File: config.mk
export PLATFORM = sky130hd
export DESIGN_NAME = fetch_decode_ctrl
export DESIGN_NICKNAME = d
export VERILOG_FILES = /design/src/rtl/cpu_pkg.sv /design/src/rtl/instr_decode.sv /design/src/rtl/fetch_decode_ctrl.sv
export SDC_FILE = /design/constraint.sdc
export NUM_CORES = 1
export LEC_CHECK = 0
export CORE_ASPECT_RATIO = 1.4
export CORE_UTILIZATION = 44
export DETAILED_ROUTE_END_ITERATION = 8
export PLACE_DENSITY = 0.89
export SLEW_MARGIN = 5
export SYNTH_ARGS = -nofsm -noshare
export SYNTH_HDL_FRONTEND = slang
export SYNTH_HIERARCHICAL = 1
export SYNTH_SLANG_ARGS = --single-unit
File: constraint.sdc
create_clock -name clk -period 2.06 [get_ports clk]
set_input_delay 0.206 -clock clk [delete_from_list [all_inputs] [get_ports clk]]
set_output_delay 0.206 -clock clk [all_outputs]
set_load 0.01 [all_outputs]
File: src/rtl/cpu_pkg.sv
// Shared types and instruction-field positions for the 8-bit CPU control path.
// The field positions assume the 16-bit instruction format.
package cpu_pkg;

   typedef enum logic [3:0] {
      OP_NOP  = 4'h0,
      OP_ADD  = 4'h1,
      OP_SUB  = 4'h2,
      OP_AND  = 4'h3,
      OP_OR   = 4'h4,
      OP_XOR  = 4'h5,
      OP_LDI  = 4'h6,
      OP_JMP  = 4'h7,
      OP_BZ   = 4'h8,
      OP_HALT = 4'hF
   } opcode_e;

   typedef enum logic [2:0] {
      ALU_ADD    = 3'd0,
      ALU_SUB    = 3'd1,
      ALU_AND    = 3'd2,
      ALU_OR     = 3'd3,
      ALU_XOR    = 3'd4,
      ALU_PASS_B = 3'd5
   } alu_op_e;

   // Sequencer states, kept as plain constants of a 2-bit type.
   typedef logic [1:0] state_e;
   localparam state_e FETCH  = 2'd0;
   localparam state_e DECODE = 2'd1;
   localparam state_e EXEC   = 2'd2;
   localparam state_e HALTED = 2'd3;

   localparam int OP_MSB  = 15;
   localparam int OP_LSB  = 12;
   localparam int RD_MSB  = 11;
   localparam int RD_LSB  = 8;
   localparam int RS1_MSB = 7;
   localparam int RS1_LSB = 4;
   localparam int RS2_MSB = 3;
   localparam int RS2_LSB = 0;
   localparam int IMM_MSB = 7;
   localparam int IMM_LSB = 0;

endpackage

File: src/rtl/instr_decode.sv
// Pure combinational instruction decoder: turns the latched instruction word into
// register-file addresses, ALU controls and control-flow flags.
module instr_decode
   import cpu_pkg::*;
#(
   parameter int IW = 16,
   parameter int DW = 8
) (
   input  logic [IW-1:0] ir_i,
   output logic [3:0]    ra1_o,
   output logic [3:0]    ra2_o,
   output logic [3:0]    wa_o,
   output logic [2:0]    alu_op_o,
   output logic [DW-1:0] imm_o,
   output logic          use_imm_o,
   output logic          we_o,
   output logic          is_jmp_o,
   output logic          is_bz_o,
   output logic          is_halt_o,
   output logic          is_illegal_o
);

   logic [3:0] op;

   always_comb begin
      op           = ir_i[OP_MSB:OP_LSB];
      ra1_o        = ir_i[RS1_MSB:RS1_LSB];
      ra2_o        = ir_i[RS2_MSB:RS2_LSB];
      wa_o         = ir_i[RD_MSB:RD_LSB];
      imm_o        = ir_i[IMM_MSB:IMM_LSB];
      alu_op_o     = ALU_ADD;
      use_imm_o    = 1'b0;
      we_o         = 1'b0;
      is_jmp_o     = 1'b0;
      is_bz_o      = 1'b0;
      is_halt_o    = 1'b0;
      is_illegal_o = 1'b0;
      case (op)
         OP_NOP: ;
         OP_ADD: begin alu_op_o = ALU_ADD; we_o = 1'b1; end
         OP_SUB: begin alu_op_o = ALU_SUB; we_o = 1'b1; end
         OP_AND: begin alu_op_o = ALU_AND; we_o = 1'b1; end
         OP_OR:  begin alu_op_o = ALU_OR;  we_o = 1'b1; end
         OP_XOR: begin alu_op_o = ALU_XOR; we_o = 1'b1; end
         OP_LDI: begin
            alu_op_o  = ALU_PASS_B;
            use_imm_o = 1'b1;
            we_o      = 1'b1;
         end
         OP_JMP:  is_jmp_o = 1'b1;
         // BZ tests the register named in the rd field, so route it to read port 1
         OP_BZ: begin
            ra1_o   = ir_i[RD_MSB:RD_LSB];
            is_bz_o = 1'b1;
         end
         OP_HALT: is_halt_o = 1'b1;
         default: is_illegal_o = 1'b1;
      endcase
   end

endmodule

File: src/rtl/fetch_decode_ctrl.sv
// Multi-cycle fetch/decode/execute sequencer: owns pc, instruction register,
// HALT and illegal-opcode status, and drives the register-file control ports.
module fetch_decode_ctrl
   import cpu_pkg::*;
#(
   parameter int PC_W = 8,
   parameter int IW   = 16,
   parameter int DW   = 8
) (
   input  logic            clk,
   input  logic            rst_n,
   output logic            imem_req,
   output logic [PC_W-1:0] imem_addr,
   input  logic            imem_valid,
   input  logic [IW-1:0]   imem_rdata,
   input  logic [DW-1:0]   RD1,
   output logic [3:0]      RA1,
   output logic [3:0]      RA2,
   output logic [3:0]      WA,
   output logic            write_enable,
   output logic [2:0]      alu_op,
   output logic [DW-1:0]   imm,
   output logic            use_imm,
   output logic            halted,
   output logic            illegal
);

   state_e          state_q, state_d;
   logic [PC_W-1:0] pc_q, pc_d;
   logic [IW-1:0]   ir_q, ir_d;
   logic            halted_q, halted_d;
   logic            illegal_q, illegal_d;
   logic            run_q;

   logic dec_we, dec_is_jmp, dec_is_bz, dec_is_halt, dec_is_illegal;
   logic branch_taken;

   instr_decode #(.IW(IW), .DW(DW)) u_decode (
      .ir_i         (ir_q),
      .ra1_o        (RA1),
      .ra2_o        (RA2),
      .wa_o         (WA),
      .alu_op_o     (alu_op),
      .imm_o        (imm),
      .use_imm_o    (use_imm),
      .we_o         (dec_we),
      .is_jmp_o     (dec_is_jmp),
      .is_bz_o      (dec_is_bz),
      .is_halt_o    (dec_is_halt),
      .is_illegal_o (dec_is_illegal)
   );

   assign branch_taken = dec_is_jmp || (dec_is_bz && (RD1 == '0));

   always_comb begin
      state_d   = state_q;
      pc_d      = pc_q;
      ir_d      = ir_q;
      halted_d  = halted_q;
      illegal_d = illegal_q;
      case (state_q)
         FETCH: begin
            if (run_q && imem_valid) begin
               ir_d    = imem_rdata;
               state_d = DECODE;
            end
         end
         DECODE: state_d = EXEC;
         EXEC: begin
            if (dec_is_illegal) illegal_d = 1'b1;
            if (dec_is_halt) begin
               halted_d = 1'b1;
               state_d  = HALTED;
            end else begin
               pc_d    = branch_taken ? imm[PC_W-1:0] : pc_q + PC_W'(1);
               state_d = FETCH;
            end
         end
         HALTED: ;
         default: state_d = FETCH;
      endcase
   end

   // run_q holds off the first request until one clock after reset release
   always_ff @(posedge clk or negedge rst_n) begin
      if (!rst_n) begin
         state_q   <= FETCH;
         pc_q      <= '0;
         ir_q      <= '0;
         halted_q  <= 1'b0;
         illegal_q <= 1'b0;
         run_q     <= 1'b0;
      end else begin
         state_q   <= state_d;
         pc_q      <= pc_d;
         ir_q      <= ir_d;
         halted_q  <= halted_d;
         illegal_q <= illegal_d;
         run_q     <= 1'b1;
      end
   end

   assign imem_req     = (state_q == FETCH) && run_q;
   assign imem_addr    = pc_q;
   assign write_enable = (state_q == EXEC) && dec_we;
   assign halted       = halted_q;
   assign illegal      = illegal_q;

endmodule

==> metrics.md <==
| Metric | Value |
|---|---|
| Outcome | `finished, final reports clean` |
| Worst Setup Start Kind | `flip-flop` |
| Layout net count | `approximately 250` |
| CTS buffer count | `5` |
| Worst min path class | `input port to asynchronous set/reset pin` |
| Routed WL per cell | `about 15 um` |
| Worst path required time | `about 1.9 ns` |
| Overflow after GRT | `0` |
| Endpoints failing hold | `0` |
| P&R area growth vs syn | `40.48%` |
| Ranking of synthesized cells by area | `dfrtp_1, mux2_2, buf_4` |
| Die height | `between 70 and 80 um` |
| Tcrit/Tclk final | `between 90% and 100%` |
| Mapped Cells | `156` |
| Placement Rows | `26` |
| Max Clk Rate | `503.2 MHz` |
| Syn. warnings | `6` |
| Design area | `0.002392 mm2` |
| HPWL Detailed | `2868 um` |
| Most frequent cells in the layout | `clkdlybuf4s50_1, dfrtp_1, mux2_2, nand2_1, buf_4` |
| I/O pin count | `63` |
| Slowest cell on crit path | `dfrtp_2` |
| CP max stage delay | `0.45 ns` |
| GP Congestion | `0.7912` |
| Critical Path Sink Type | `output pin` |
| Vias | `approximately 1400` |
| Core ar. | `about 0.0037 mm2` |
| Crit Path Max Fanout | `5` |
| Worst-margin pin slew | `0.7126 ns` |
| Synth unique cells | `32` |
| Largest net degree at the start of global routing | `30` |
| Synth Register Bits | `29` |
| Num Clock Sinks | `29` |
| Power per cell area | `1419 mW/mm2` |
| Tmin final | `~2.0 ns` |
| Lkg Pwr | `about 1.1 nW` |
| Maximum clock path buffer count | `2` |
| CTS tree | `yes` |
| Finished Layout Cells | `approximately 260` |
| Crit-path cells | `nor4b_4 > buf_4 > mux2_2 > dlygate4sd2_1` |
| Post-Syn Area | `between 0.0015 and 0.002 mm2` |
| Total of max-cap violations | `0` |
| # diodes | `0` |
| Area share of the largest cell type after synthesis | `between 40% and 50%` |
| Syn nets | `between 150 and 200` |
| Maximum vdd ir drop | `0.8157 mV` |
| Commonest non-fill, non-tap cell in the layout | `clkdlybuf4s50_1` |
| Avg Cell Area, Syn | `10.92 um2` |
| Port bufs | `62` |
| Final slew viol count | `0` |
| CTS clk-pin slew, worst paths | `0.06 ns` |
| Die W | `54.58 um` |
| Vias in the first global route | `1318` |
| Die area | `just over 0.004 mm2` |
| Drt via density | `between 5 and 6` |
| CP Class | `flip-flop to output pin` |
| Initial DRC count | `22` |
| Clock root cell | `clkbuf_8` |
| H-tree levels | `2` |
| Synth area leader | `dfrtp_1` |
| Final setup fails | `0` |
| Routed Antenna Nets | `0` |
| Clock skew | `0.003610 ns` |
| Slew HR | `between 50% and 60%` |
| Starting Density | `46.32%` |
| Antenna violations before repair | `0` |
| Routed WL | `about 4000 um` |
| Seq/Total Area, Yosys | `between 40% and 50%` |
| Clk_lat worst skew | `0.28 ns` |
| Gr usage total | `21.70%` |
| Crit path DAT | `1.78 ns` |
| Share of cells above drive strength 1 | `22.12%` |
| DRC viols | `0` |
| Area post-placement | `~0.0023 mm2` |
| First-pass GRT wire length | `6175 um` |
| Initial DRT Pass Iterations | `6` |
| # placed instances | `245` |
==> metal layers <==
metal  vias to the layer above  global-route usage (%)  part of all wire, %
met5                         -                       0                    0
met4                         0                   11.11                  2.8
met3                        11                   5.988                  3.8
met2                        36                   38.62                   56
met1                       673                   22.53                   37
li1                        651                       -                    -
==> cells in the mapped netlist <==
cell and instances:
and3_1 3, xnor2_1 1, a21oi_1 7, nor2_1 7
nand2_1 14, buf_4 16, and2_1 2, nor2b_1 1
inv_1 4, mux2i_1 7, mux2_2 20, buf_6 3
nor3b_1 2, a2bb2oi_1 5, a31oi_1 1, and4_1 1
nor3_1 4, o211ai_1 1, nand3b_1 1, or3b_2 1
a21oi_2 1, nand2b_1 4, a31oi_4 1, dfrtp_1 29
nor4b_4 2, o22a_1 1, conb_1 1, a21o_1 1
o21ai_0 2, buf_2 2, nand3_1 6, ha_1 5
==> sequential cells by signal, indices dropped and copies added (netlist names) <==
signal	cells
ir_q	16
imem_addr	8
state_q	2
halted	1
illegal	1
run_q	1
==> final timing paths <==
| check | start | endpoint | slack (ns) | cells past startpoint |
|---|---|---|---|---|
| worst max-delay path | ir_q[12] | RA1[2] | 0.07 | 4 |
| worst min-delay path | rst_n | ir_q[15] | 0.30 | 2 |
| worst max register to register | ir_q[12] | imem_addr[2] | 0.09 | 8 |
| worst min register to register | illegal | illegal | 0.46 | 1 |
| max in group asynchronous | rst_n | ir_q[12] | 1.47 | 2 |
| min in group clk | illegal | illegal | 0.46 | 1 |
==> final cells by class <==
cell class / instances / area [um2]
Clock buffer: 6 / 72.57
Clock inverter: 2 / 10.01
Fill cell: 292 / 1284
Inverter: 4 / 15.01
Multi-Input combinational cell: 103 / 819.5
Sequential cell: 29 / 728.2
Tap cell: 42 / 52.55
Timing Repair Buffer: 73 / 694.4
==> cell families after synthesis <==
kind of cell               Yosys count  synth area share (%)
AOI/OAI and AO/OA                   20                 8.744
muxes                               27                 17.34
buffers and inverters               25                 10.51
and+or+nand+nor                     48                 16.39
other                                1                0.2202
adders and majority gates            5                 3.674
xor gates and xnor gates             1                0.5144
DFF                                 29                 42.62
==> stage by stage <==
step	power, mW	TNS (ns)	util (%)	hold slack, ns	setup WS [ns]
finish	3.395	0	65.08	0.2983	0.07284
global route	3.640	-0.02706	65.08	0.3380	-0.01178
CTS	3.402	0	64.16	0.3176	0.01050
detailed placement	2.941	0	61.40	0.4486	0.02681
global placement	2.889	0	61.40	0.4387	0.1024
floorplan	2.227	0	-	-0.08959	0.2180
==> critical path: cells and delay by family, from the launching register on <==
| kind | cells | cell delay, ns |
|---|---|---|
| simple gates | 1 | 0.25 |
| flops | 1 | 0.45 |
| mux | 1 | 0.33 |
| buf+inv | 2 | 0.46 |
==> repair_timing <==
action	in CTS	in global routing
gates resized for setup	9	6
pin swaps	1	2
endpoints found under the setup margin	6	13
hold buffers	0	0
gates cloned	0	1
setup buffers	3	2
==> where the power goes <==
group / internal [mW] / switching, mW / leakage [nW]
registers: 0.846 / 0.311 / 0.352
logic: 1.07 / 0.717 / 0.672
clock network: 0.233 / 0.218 / 0.0450
Power figures use the tool's default switching activity.
